`src/rtl/axi_guard_pkg.sv`:
```
// Shared types and constants for the AXI address-window guard.
// Response codes, write/read FSM states, saturating counter helper.
package axi_guard_pkg;

    localparam logic [1:0] RESP_OKAY   = 2'b00;
    localparam logic [1:0] RESP_DECERR = 2'b11;

    typedef enum logic [2:0] {
        WR_IDLE,
        WR_PASS,
        WR_DRAIN,
        WR_WAIT,
        WR_RESP
    } wr_state_t;

    typedef enum logic [1:0] {
        RD_IDLE,
        RD_ERRWAIT,
        RD_ERR
    } rd_state_t;

    function automatic logic [15:0] sat_add16(
        input logic [15:0] a,
        input logic [1:0]  b
    );
        logic [16:0] s;
        s = {1'b0, a} + {15'b0, b};
        return s[16] ? 16'hFFFF : s[15:0];
    endfunction

endpackage

```
`src/rtl/axi_guard_outs_ctr.sv`:
```
// Outstanding-burst counter, one per direction.
// Ports: clk, rst_n, inc, dec -> count, full (count == MAX_OUTS).
module axi_guard_outs_ctr #(
    parameter int MAX_OUTS = 15,
    parameter int CNT_W    = $clog2(MAX_OUTS + 1)
) (
    input  logic             clk,
    input  logic             rst_n,
    input  logic             inc,
    input  logic             dec,
    output logic [CNT_W-1:0] count,
    output logic             full
);

    localparam logic [CNT_W-1:0] MAX_C = CNT_W'(MAX_OUTS);

    logic [CNT_W-1:0] count_d;
    logic [CNT_W-1:0] count_q;

    // Simultaneous inc/dec cancel; both ends clamp so the count never wraps.
    always_comb begin
        count_d = count_q;
        if (inc && !dec && count_q != MAX_C) begin
            count_d = count_q + 1'b1;
        end else if (dec && !inc && count_q != '0) begin
            count_d = count_q - 1'b1;
        end
    end

    always_ff @(posedge clk or negedge rst_n) begin
        if (!rst_n) begin
            count_q <= '0;
        end else begin
            count_q <= count_d;
        end
    end

    assign count = count_q;
    assign full  = (count_q == MAX_C);

endmodule

```
`src/rtl/axi_addr_guard.sv`:
```
// AXI4 address-window firewall: forwards in-window bursts, answers
// out-of-window ones with DECERR. Ports: s_axi_* slave, m_axi_* master, blk_cnt.
module axi_addr_guard
    import axi_guard_pkg::*;
#(
    parameter int ADDR_W   = 32,
    parameter int DATA_W   = 64,
    parameter int ID_W     = 4,
    parameter int WIN_BITS = 28,
    parameter logic [ADDR_W-WIN_BITS-1:0] WIN_TAG = '0,
    parameter int MAX_OUTS = 15
) (
    input  logic              aclk,
    input  logic              aresetn,
    input  logic [ID_W-1:0]   s_axi_awid,
    input  logic [ADDR_W-1:0] s_axi_awaddr,
    input  logic [7:0]        s_axi_awlen,
    input  logic [2:0]        s_axi_awsize,
    input  logic [1:0]        s_axi_awburst,
    input  logic              s_axi_awlock,
    input  logic [3:0]        s_axi_awcache,
    input  logic [2:0]        s_axi_awprot,
    input  logic [3:0]        s_axi_awqos,
    input  logic              s_axi_awvalid,
    output logic              s_axi_awready,
    input  logic [DATA_W-1:0] s_axi_wdata,
    input  logic [DATA_W/8-1:0] s_axi_wstrb,
    input  logic              s_axi_wlast,
    input  logic              s_axi_wvalid,
    output logic              s_axi_wready,
    output logic [ID_W-1:0]   s_axi_bid,
    output logic [1:0]        s_axi_bresp,
    output logic              s_axi_bvalid,
    input  logic              s_axi_bready,
    input  logic [ID_W-1:0]   s_axi_arid,
    input  logic [ADDR_W-1:0] s_axi_araddr,
    input  logic [7:0]        s_axi_arlen,
    input  logic [2:0]        s_axi_arsize,
    input  logic [1:0]        s_axi_arburst,
    input  logic              s_axi_arlock,
    input  logic [3:0]        s_axi_arcache,
    input  logic [2:0]        s_axi_arprot,
    input  logic [3:0]        s_axi_arqos,
    input  logic              s_axi_arvalid,
    output logic              s_axi_arready,
    output logic [ID_W-1:0]   s_axi_rid,
    output logic [DATA_W-1:0] s_axi_rdata,
    output logic [1:0]        s_axi_rresp,
    output logic              s_axi_rlast,
    output logic              s_axi_rvalid,
    input  logic              s_axi_rready,
    output logic [ID_W-1:0]   m_axi_awid,
    output logic [ADDR_W-1:0] m_axi_awaddr,
    output logic [7:0]        m_axi_awlen,
    output logic [2:0]        m_axi_awsize,
    output logic [1:0]        m_axi_awburst,
    output logic              m_axi_awlock,
    output logic [3:0]        m_axi_awcache,
    output logic [2:0]        m_axi_awprot,
    output logic [3:0]        m_axi_awqos,
    output logic              m_axi_awvalid,
    input  logic              m_axi_awready,
    output logic [DATA_W-1:0] m_axi_wdata,
    output logic [DATA_W/8-1:0] m_axi_wstrb,
    output logic              m_axi_wlast,
    output logic              m_axi_wvalid,
    input  logic              m_axi_wready,
    input  logic [ID_W-1:0]   m_axi_bid,
    input  logic [1:0]        m_axi_bresp,
    input  logic              m_axi_bvalid,
    output logic              m_axi_bready,
    output logic [ID_W-1:0]   m_axi_arid,
    output logic [ADDR_W-1:0] m_axi_araddr,
    output logic [7:0]        m_axi_arlen,
    output logic [2:0]        m_axi_arsize,
    output logic [1:0]        m_axi_arburst,
    output logic              m_axi_arlock,
    output logic [3:0]        m_axi_arcache,
    output logic [2:0]        m_axi_arprot,
    output logic [3:0]        m_axi_arqos,
    output logic              m_axi_arvalid,
    input  logic              m_axi_arready,
    input  logic [ID_W-1:0]   m_axi_rid,
    input  logic [DATA_W-1:0] m_axi_rdata,
    input  logic [1:0]        m_axi_rresp,
    input  logic              m_axi_rlast,
    input  logic              m_axi_rvalid,
    output logic              m_axi_rready,
    output logic [15:0]       blk_cnt
);

    localparam int CNT_W = $clog2(MAX_OUTS + 1);

    wr_state_t wr_state_d, wr_state_q;
    rd_state_t rd_state_d, rd_state_q;
    logic [ID_W-1:0] awid_d, awid_q;
    logic [ID_W-1:0] arid_d, arid_q;
    logic [7:0] arlen_d, arlen_q;
    logic [7:0] beat_d, beat_q;
    logic [15:0] blk_cnt_d, blk_cnt_q;

    logic [CNT_W-1:0] wr_cnt, rd_cnt;
    logic wr_full, rd_full;
    logic aw_in_win, ar_in_win;
    logic aw_blk, ar_blk;
    logic aw_fwd_hs, ar_fwd_hs;
    logic wr_inc, wr_dec, rd_inc, rd_dec;
    logic err_last;

    // Address channels pass straight through; only valid/ready are gated.
    assign m_axi_awid    = s_axi_awid;
    assign m_axi_awaddr  = s_axi_awaddr;
    assign m_axi_awlen   = s_axi_awlen;
    assign m_axi_awsize  = s_axi_awsize;
    assign m_axi_awburst = s_axi_awburst;
    assign m_axi_awlock  = s_axi_awlock;
    assign m_axi_awcache = s_axi_awcache;
    assign m_axi_awprot  = s_axi_awprot;
    assign m_axi_awqos   = s_axi_awqos;
    assign m_axi_wdata   = s_axi_wdata;
    assign m_axi_wstrb   = s_axi_wstrb;
    assign m_axi_wlast   = s_axi_wlast;
    assign m_axi_arid    = s_axi_arid;
    assign m_axi_araddr  = s_axi_araddr;
    assign m_axi_arlen   = s_axi_arlen;
    assign m_axi_arsize  = s_axi_arsize;
    assign m_axi_arburst = s_axi_arburst;
    assign m_axi_arlock  = s_axi_arlock;
    assign m_axi_arcache = s_axi_arcache;
    assign m_axi_arprot  = s_axi_arprot;
    assign m_axi_arqos   = s_axi_arqos;

    // Start address alone decides; legal bursts cannot leave the window.
    assign aw_in_win = (s_axi_awaddr[ADDR_W-1:WIN_BITS] == WIN_TAG);
    assign ar_in_win = (s_axi_araddr[ADDR_W-1:WIN_BITS] == WIN_TAG);

    assign aw_blk = (wr_state_q == WR_IDLE) && s_axi_awvalid && !aw_in_win;
    assign ar_blk = (rd_state_q == RD_IDLE) && s_axi_arvalid && !ar_in_win;

    assign m_axi_awvalid = (wr_state_q == WR_IDLE) && !wr_full
                         && s_axi_awvalid && aw_in_win;
    assign m_axi_arvalid = (rd_state_q == RD_IDLE) && !rd_full
                         && s_axi_arvalid && ar_in_win;

    assign aw_fwd_hs = m_axi_awvalid && m_axi_awready;
    assign ar_fwd_hs = m_axi_arvalid && m_axi_arready;

    assign s_axi_awready = aw_fwd_hs || aw_blk;
    assign s_axi_arready = ar_fwd_hs || ar_blk;

    assign err_last = (beat_q == arlen_q);

    assign wr_inc = aw_fwd_hs;
    assign wr_dec = m_axi_bvalid && m_axi_bready;
    assign rd_inc = ar_fwd_hs;
    assign rd_dec = m_axi_rvalid && m_axi_rready && m_axi_rlast;

    axi_guard_outs_ctr #(
        .MAX_OUTS(MAX_OUTS),
        .CNT_W   (CNT_W)
    ) u_wr_ctr (
        .clk  (aclk),
        .rst_n(aresetn),
        .inc  (wr_inc),
        .dec  (wr_dec),
        .count(wr_cnt),
        .full (wr_full)
    );

    axi_guard_outs_ctr #(
        .MAX_OUTS(MAX_OUTS),
        .CNT_W   (CNT_W)
    ) u_rd_ctr (
        .clk  (aclk),
        .rst_n(aresetn),
        .inc  (rd_inc),
        .dec  (rd_dec),
        .count(rd_cnt),
        .full (rd_full)
    );

    always_ff @(posedge aclk or negedge aresetn) begin
        if (!aresetn) begin
            wr_state_q <= WR_IDLE;
            rd_state_q <= RD_IDLE;
            awid_q     <= '0;
            arid_q     <= '0;
            arlen_q    <= '0;
            beat_q     <= '0;
            blk_cnt_q  <= '0;
        end else begin
            wr_state_q <= wr_state_d;
            rd_state_q <= rd_state_d;
            awid_q     <= awid_d;
            arid_q     <= arid_d;
            arlen_q    <= arlen_d;
            beat_q     <= beat_d;
            blk_cnt_q  <= blk_cnt_d;
        end
    end

    always_comb begin
        wr_state_d = wr_state_q;
        awid_d     = awid_q;
        unique case (wr_state_q)
            WR_IDLE: begin
                if (aw_fwd_hs) begin
                    wr_state_d = WR_PASS;
                end else if (aw_blk) begin
                    wr_state_d = WR_DRAIN;
                    awid_d     = s_axi_awid;
                end
            end
            WR_PASS: begin
                if (s_axi_wvalid && m_axi_wready && s_axi_wlast) begin
                    wr_state_d = WR_IDLE;
                end
            end
            WR_DRAIN: begin
                if (s_axi_wvalid && s_axi_wlast) begin
                    wr_state_d = WR_WAIT;
                end
            end
            // Hold DECERR until earlier forwarded B's drain (same-ID order).
            WR_WAIT: begin
                if (wr_cnt == '0) begin
                    wr_state_d = WR_RESP;
                end
            end
            WR_RESP: begin
                if (s_axi_bready) begin
                    wr_state_d = WR_IDLE;
                end
            end
            default: wr_state_d = WR_IDLE;
        endcase
    end

    always_comb begin
        rd_state_d = rd_state_q;
        arid_d     = arid_q;
        arlen_d    = arlen_q;
        beat_d     = beat_q;
        unique case (rd_state_q)
            RD_IDLE: begin
                if (ar_blk) begin
                    rd_state_d = RD_ERRWAIT;
                    arid_d     = s_axi_arid;
                    arlen_d    = s_axi_arlen;
                    beat_d     = '0;
                end
            end
            RD_ERRWAIT: begin
                if (rd_cnt == '0) begin
                    rd_state_d = RD_ERR;
                end
            end
            RD_ERR: begin
                if (s_axi_rready) begin
                    if (err_last) begin
                        rd_state_d = RD_IDLE;
                    end else begin
                        beat_d = beat_q + 8'd1;
                    end
                end
            end
            default: rd_state_d = RD_IDLE;
        endcase
    end

    always_comb begin
        blk_cnt_d = sat_add16(blk_cnt_q, {1'b0, aw_blk} + {1'b0, ar_blk});
    end

    always_comb begin
        m_axi_wvalid = 1'b0;
        s_axi_wready = 1'b0;
        s_axi_bvalid = m_axi_bvalid;
        s_axi_bid    = m_axi_bid;
        s_axi_bresp  = m_axi_bresp;
        m_axi_bready = s_axi_bready;
        unique case (wr_state_q)
            WR_PASS: begin
                m_axi_wvalid = s_axi_wvalid;
                s_axi_wready = m_axi_wready;
            end
            WR_DRAIN: begin
                s_axi_wready = 1'b1;
            end
            WR_RESP: begin
                s_axi_bvalid = 1'b1;
                s_axi_bid    = awid_q;
                s_axi_bresp  = RESP_DECERR;
                m_axi_bready = 1'b0;
            end
            default: ;
        endcase
    end

    always_comb begin
        s_axi_rvalid = m_axi_rvalid;
        s_axi_rid    = m_axi_rid;
        s_axi_rdata  = m_axi_rdata;
        s_axi_rresp  = m_axi_rresp;
        s_axi_rlast  = m_axi_rlast;
        m_axi_rready = s_axi_rready;
        if (rd_state_q == RD_ERR) begin
            s_axi_rvalid = 1'b1;
            s_axi_rid    = arid_q;
            s_axi_rdata  = '0;
            s_axi_rresp  = RESP_DECERR;
            s_axi_rlast  = err_last;
            m_axi_rready = 1'b0;
        end
    end

    assign blk_cnt = blk_cnt_q;

endmodule

```
`config.mk`:
```
export PLATFORM = sky130hd
export DESIGN_NAME = axi_addr_guard
export DESIGN_NICKNAME = d
export VERILOG_FILES = /design/src/rtl/axi_guard_pkg.sv /design/src/rtl/axi_guard_outs_ctr.sv /design/src/rtl/axi_addr_guard.sv
export SDC_FILE = /design/constraint.sdc
export NUM_CORES = 1
export LEC_CHECK = 0
export BUFFER_PORTS_ARGS = -buffer_cell sky130_fd_sc_hd__buf_4
export CORE_AREA = 2 2 226 228
export CTS_CLUSTER_SIZE = 25
export DETAILED_ROUTE_END_ITERATION = 12
export DIE_AREA = 0 0 228 230
export PLACE_DENSITY = 0.34
export SYNTH_ARGS = -nofsm -noshare
export SYNTH_HDL_FRONTEND = slang
export SYNTH_SLANG_ARGS = --single-unit
```
`constraint.sdc`:
```
create_clock -name aclk -period 3.9 [get_ports aclk]
set_clock_uncertainty 0.2 [all_clocks]
set_input_delay 1.17 -clock aclk [delete_from_list [all_inputs] [get_ports aclk]]
set_output_delay 1.17 -clock aclk [all_outputs]
set_load 0.02 [all_outputs]
```
==> results_dict.tcl <==
set metrics [dict create \
    cp-start-kind "primary input" \
    yosysTopAreaCell "buf_4" \
    grt_max_degree 54 \
    cp_cell_sequence "buf_4 -> or4_4 -> nor3_4 -> nand2_1 -> nand2_1 -> buf_4" \
    grt_usage_pct 7.72 \
    cp_top_family "simple AND/OR/NAND/NOR gates" \
    avgViaCountPerCell 2.93 \
    core_area_sq_um 49900 \
    drt-initial-drc-count 102 \
    slew-limit-headroom_pct 46.0 \
    place_area_sq_um 6080 \
    postCtsSetupRepairBufs 0 \
    r2r-start "rd_state_q[1]" \
    initial_core_util_pct 9.72 \
    synthesis.nets 862 \
    finalCritPeriodShare_pct 94.5 \
    synth-edff-count 0 \
    cts.repair.resized 0 \
    grt_antenna_before_repair 1 \
    synth_warnings 0 \
    critical_path.endpoint_type "output pin" \
    place_congestion 0.774 \
    synth.area.top_cells "buf_4 31%, dfrtp_1 27%, and2_1 8.4%" \
    hp-start "arid_q[1]" \
    clock_latency_ps 330 \
    cp.required_ps 2530 \
    die_height_um 230 \
    fillers 5802 \
    rr_worst_depth 10 \
    cts_made_buffers 5 \
    crit_buf_inv 2 \
    drtPass1Iterations 4 \
    slew_viol_final 0 \
    diodes 0 \
    grt_pass1_vias 3872 \
    fmax_ghz 0.271 \
    postSynth.asyncResetShare_pct 100 \
    crit_start "s_axi_araddr[29]" \
    overflow 0 \
    wl_per_cell_um 16.4 \
    maxCapViolations 0 \
    nets 915 \
    path_max_fanout 3 \
    min_path_type "reg2reg" \
    rsz0062_at_grt "no" \
    cp_data_arrival_time_ps 2310 \
    ys_seq_area_share_pct 27.4 \
    p_leak_uw 0.00292 \
    status "completed" \
    worstReg2RegEnd "blk_cnt[1]" \
    utilization_pct 12.5 \
    hold_end "arid_q[1]" \
    die_w_um 228 \
    ys.flop_type "dfrtp_1" \
    grt_pass1_wl_mm 28.7 \
    post-dp-hpwl_mm 17.7 \
    via_count 3797 \
    syn-mean-instance-area_sq_um 8.52 \
    whs_path_depth 2 \
    cts_tree "yes" \
    clkTransAtPathRegs_ps 70 \
    reg2reg_slack_ps 910 \
    port_buffers 241 \
    setup_violations 0 \
    worstMarginPinSlew_ps 810 \
    tns_ps 0 \
    fin_crit_ps 3680 \
    synth_seq_cells 53 \
    ctsHtreeMaxLevel 2 \
    area_growth_pct 28.3 \
    cpPeakStageDelay_ps 560 \
    drive_above_1_share_pct 47.6 \
    dieArea_sq_um 52400 \
    final_area_sq_um 6220 \
    io_pins 582 \
    clock_path_buffers 2 \
    synth_cell_types 46 \
    p_per_area_nw_per_um2 448 \
    hold_viol 0 \
    cts-hold-fix-buffers 0 \
    netlist_area_sq_um 4850 \
    drt-total-wl_mm 21.2 \
    cts.sinks 53 \
    drc 0 \
    critPathKind "in2out" \
    yosysTopAreaCellShare_pct 30.5 \
    root_buffer "clkbuf_16" \
    syn_inst 569 \
    ir_drop_mv 0.170 \
    ant_nets 0 \
    crit_slowest_cell "or4_4" \
    row_count 82 \
]
how the worst max path moves through the flow:
| stage | cells past startpoint | end | slack [ps] |
|---|---|---|---|
| 3_3_place_gp | 11 | blk_cnt[8] | 20 |
| 3_5_place_dp | 11 | blk_cnt[7] | -20 |
| 6_report | 6 | s_axi_arready | 220 |
| 5_1_grt | 5 | s_axi_arready | 140 |
| 2_1_floorplan | 13 | blk_cnt[13] | 10 |
| 4_1_cts | 5 | s_axi_arready | 180 |
tightest hold or removal path: stages (launching register included):
cell and delay (ps):
dfrtp_1 340, nand2_1 50, nand2_1 50
cell usage after synthesis (2+ instances only):
cell / n
o21ai_0: 9
mux2i_1: 3
xor2_1: 21
mux2_2: 9
a31oi_1: 3
dfrtp_1: 53
a21o_1: 4
nand2b_1: 12
nor2_1: 4
o31ai_1: 4
nand3_1: 12
clkbuf_1: 10
nor4_1: 7
and3_1: 5
and4_1: 3
or4_1: 4
mux2_4: 4
buf_2: 2
buf_4: 197
and2_1: 65
nand2_1: 81
inv_1: 4
ha_1: 6
or2_2: 4
xnor2_1: 3
fa_1: 3
nand4_1: 4
buf_6: 2
a21oi_1: 14
cell type report:
cell class              count  area, sq um  share of cell area (%)
clock buffers               5          125                    2.01
clock inverters             2         13.8                   0.221
inverters                   5         20.0                   0.322
multi-input cells         300         1970                    31.6
flip-flops and latches     53         1330                    21.3
well taps                 672          841                    13.5
repair buffers            257         1930                    31.0
where the power goes:
group	internal, uW	leakage [uW]	switching [uW]
Sequential	730	0.000679	212
Combinational	625	0.00217	732
Clock	238	0.0000701	251
registers in the layout, summed over array words and instances, names as in the netlist:
| register | cells |
|---|---|
| u_wr_ctr.count | 4 |
| rd_state_q | 2 |
| arlen_q | 8 |
| beat_q | 8 |
| u_rd_ctr.count | 4 |
| wr_state_q | 3 |
| awid_q | 4 |
| blk_cnt | 16 |
| arid_q | 4 |
cell usage in the layout (no fill, tap or decap), types with 5 or more instances in the layout:
master     instances
o21ai_0            9
xor2_1            21
mux2_2             9
nor4_1             7
nand2_1           81
a21oi_1           14
ha_1               5
clkbuf_16          5
nand3_1           12
nand2b_1          11
buf_4            257
dfrtp_1           53
and2_1            65
layer usage:
metal / up-vias / share of wire (%) / GRT usage [%]
met3: 55 / 14 / 5.30
met2: 299 / 48 / 12.9
li1: 1743 / - / -
met5: - / 0.061 / 0
met4: 2 / 4.0 / 3.43
met1: 1698 / 33 / 7.32
cell families after synthesis:
logic type	Yosys count	share of synthesized area (%)
buffers and inverters	216	32.3
AND/OR/NAND/NOR	214	24.5
flip-flops	53	27.4
AO/OA/AOI/OAI	37	4.72
XOR/XNOR	24	4.34
multiplexers	16	3.95
adder cells (fa/ha/maj)	9	2.79
per-stage QoR:
step	total power [uW]	setup slack, ps	hold slack [ps]	cells
finish	2790	215	271	1294
global route	3040	138	297	1294
CTS	2890	177	279	1294
detailed placement	2350	-19.1	259	1287
global placement	2350	17.6	255	1287
floorplan	1970	13.5	240	569
No activity file was read; power rests on OpenSTA's default activity.
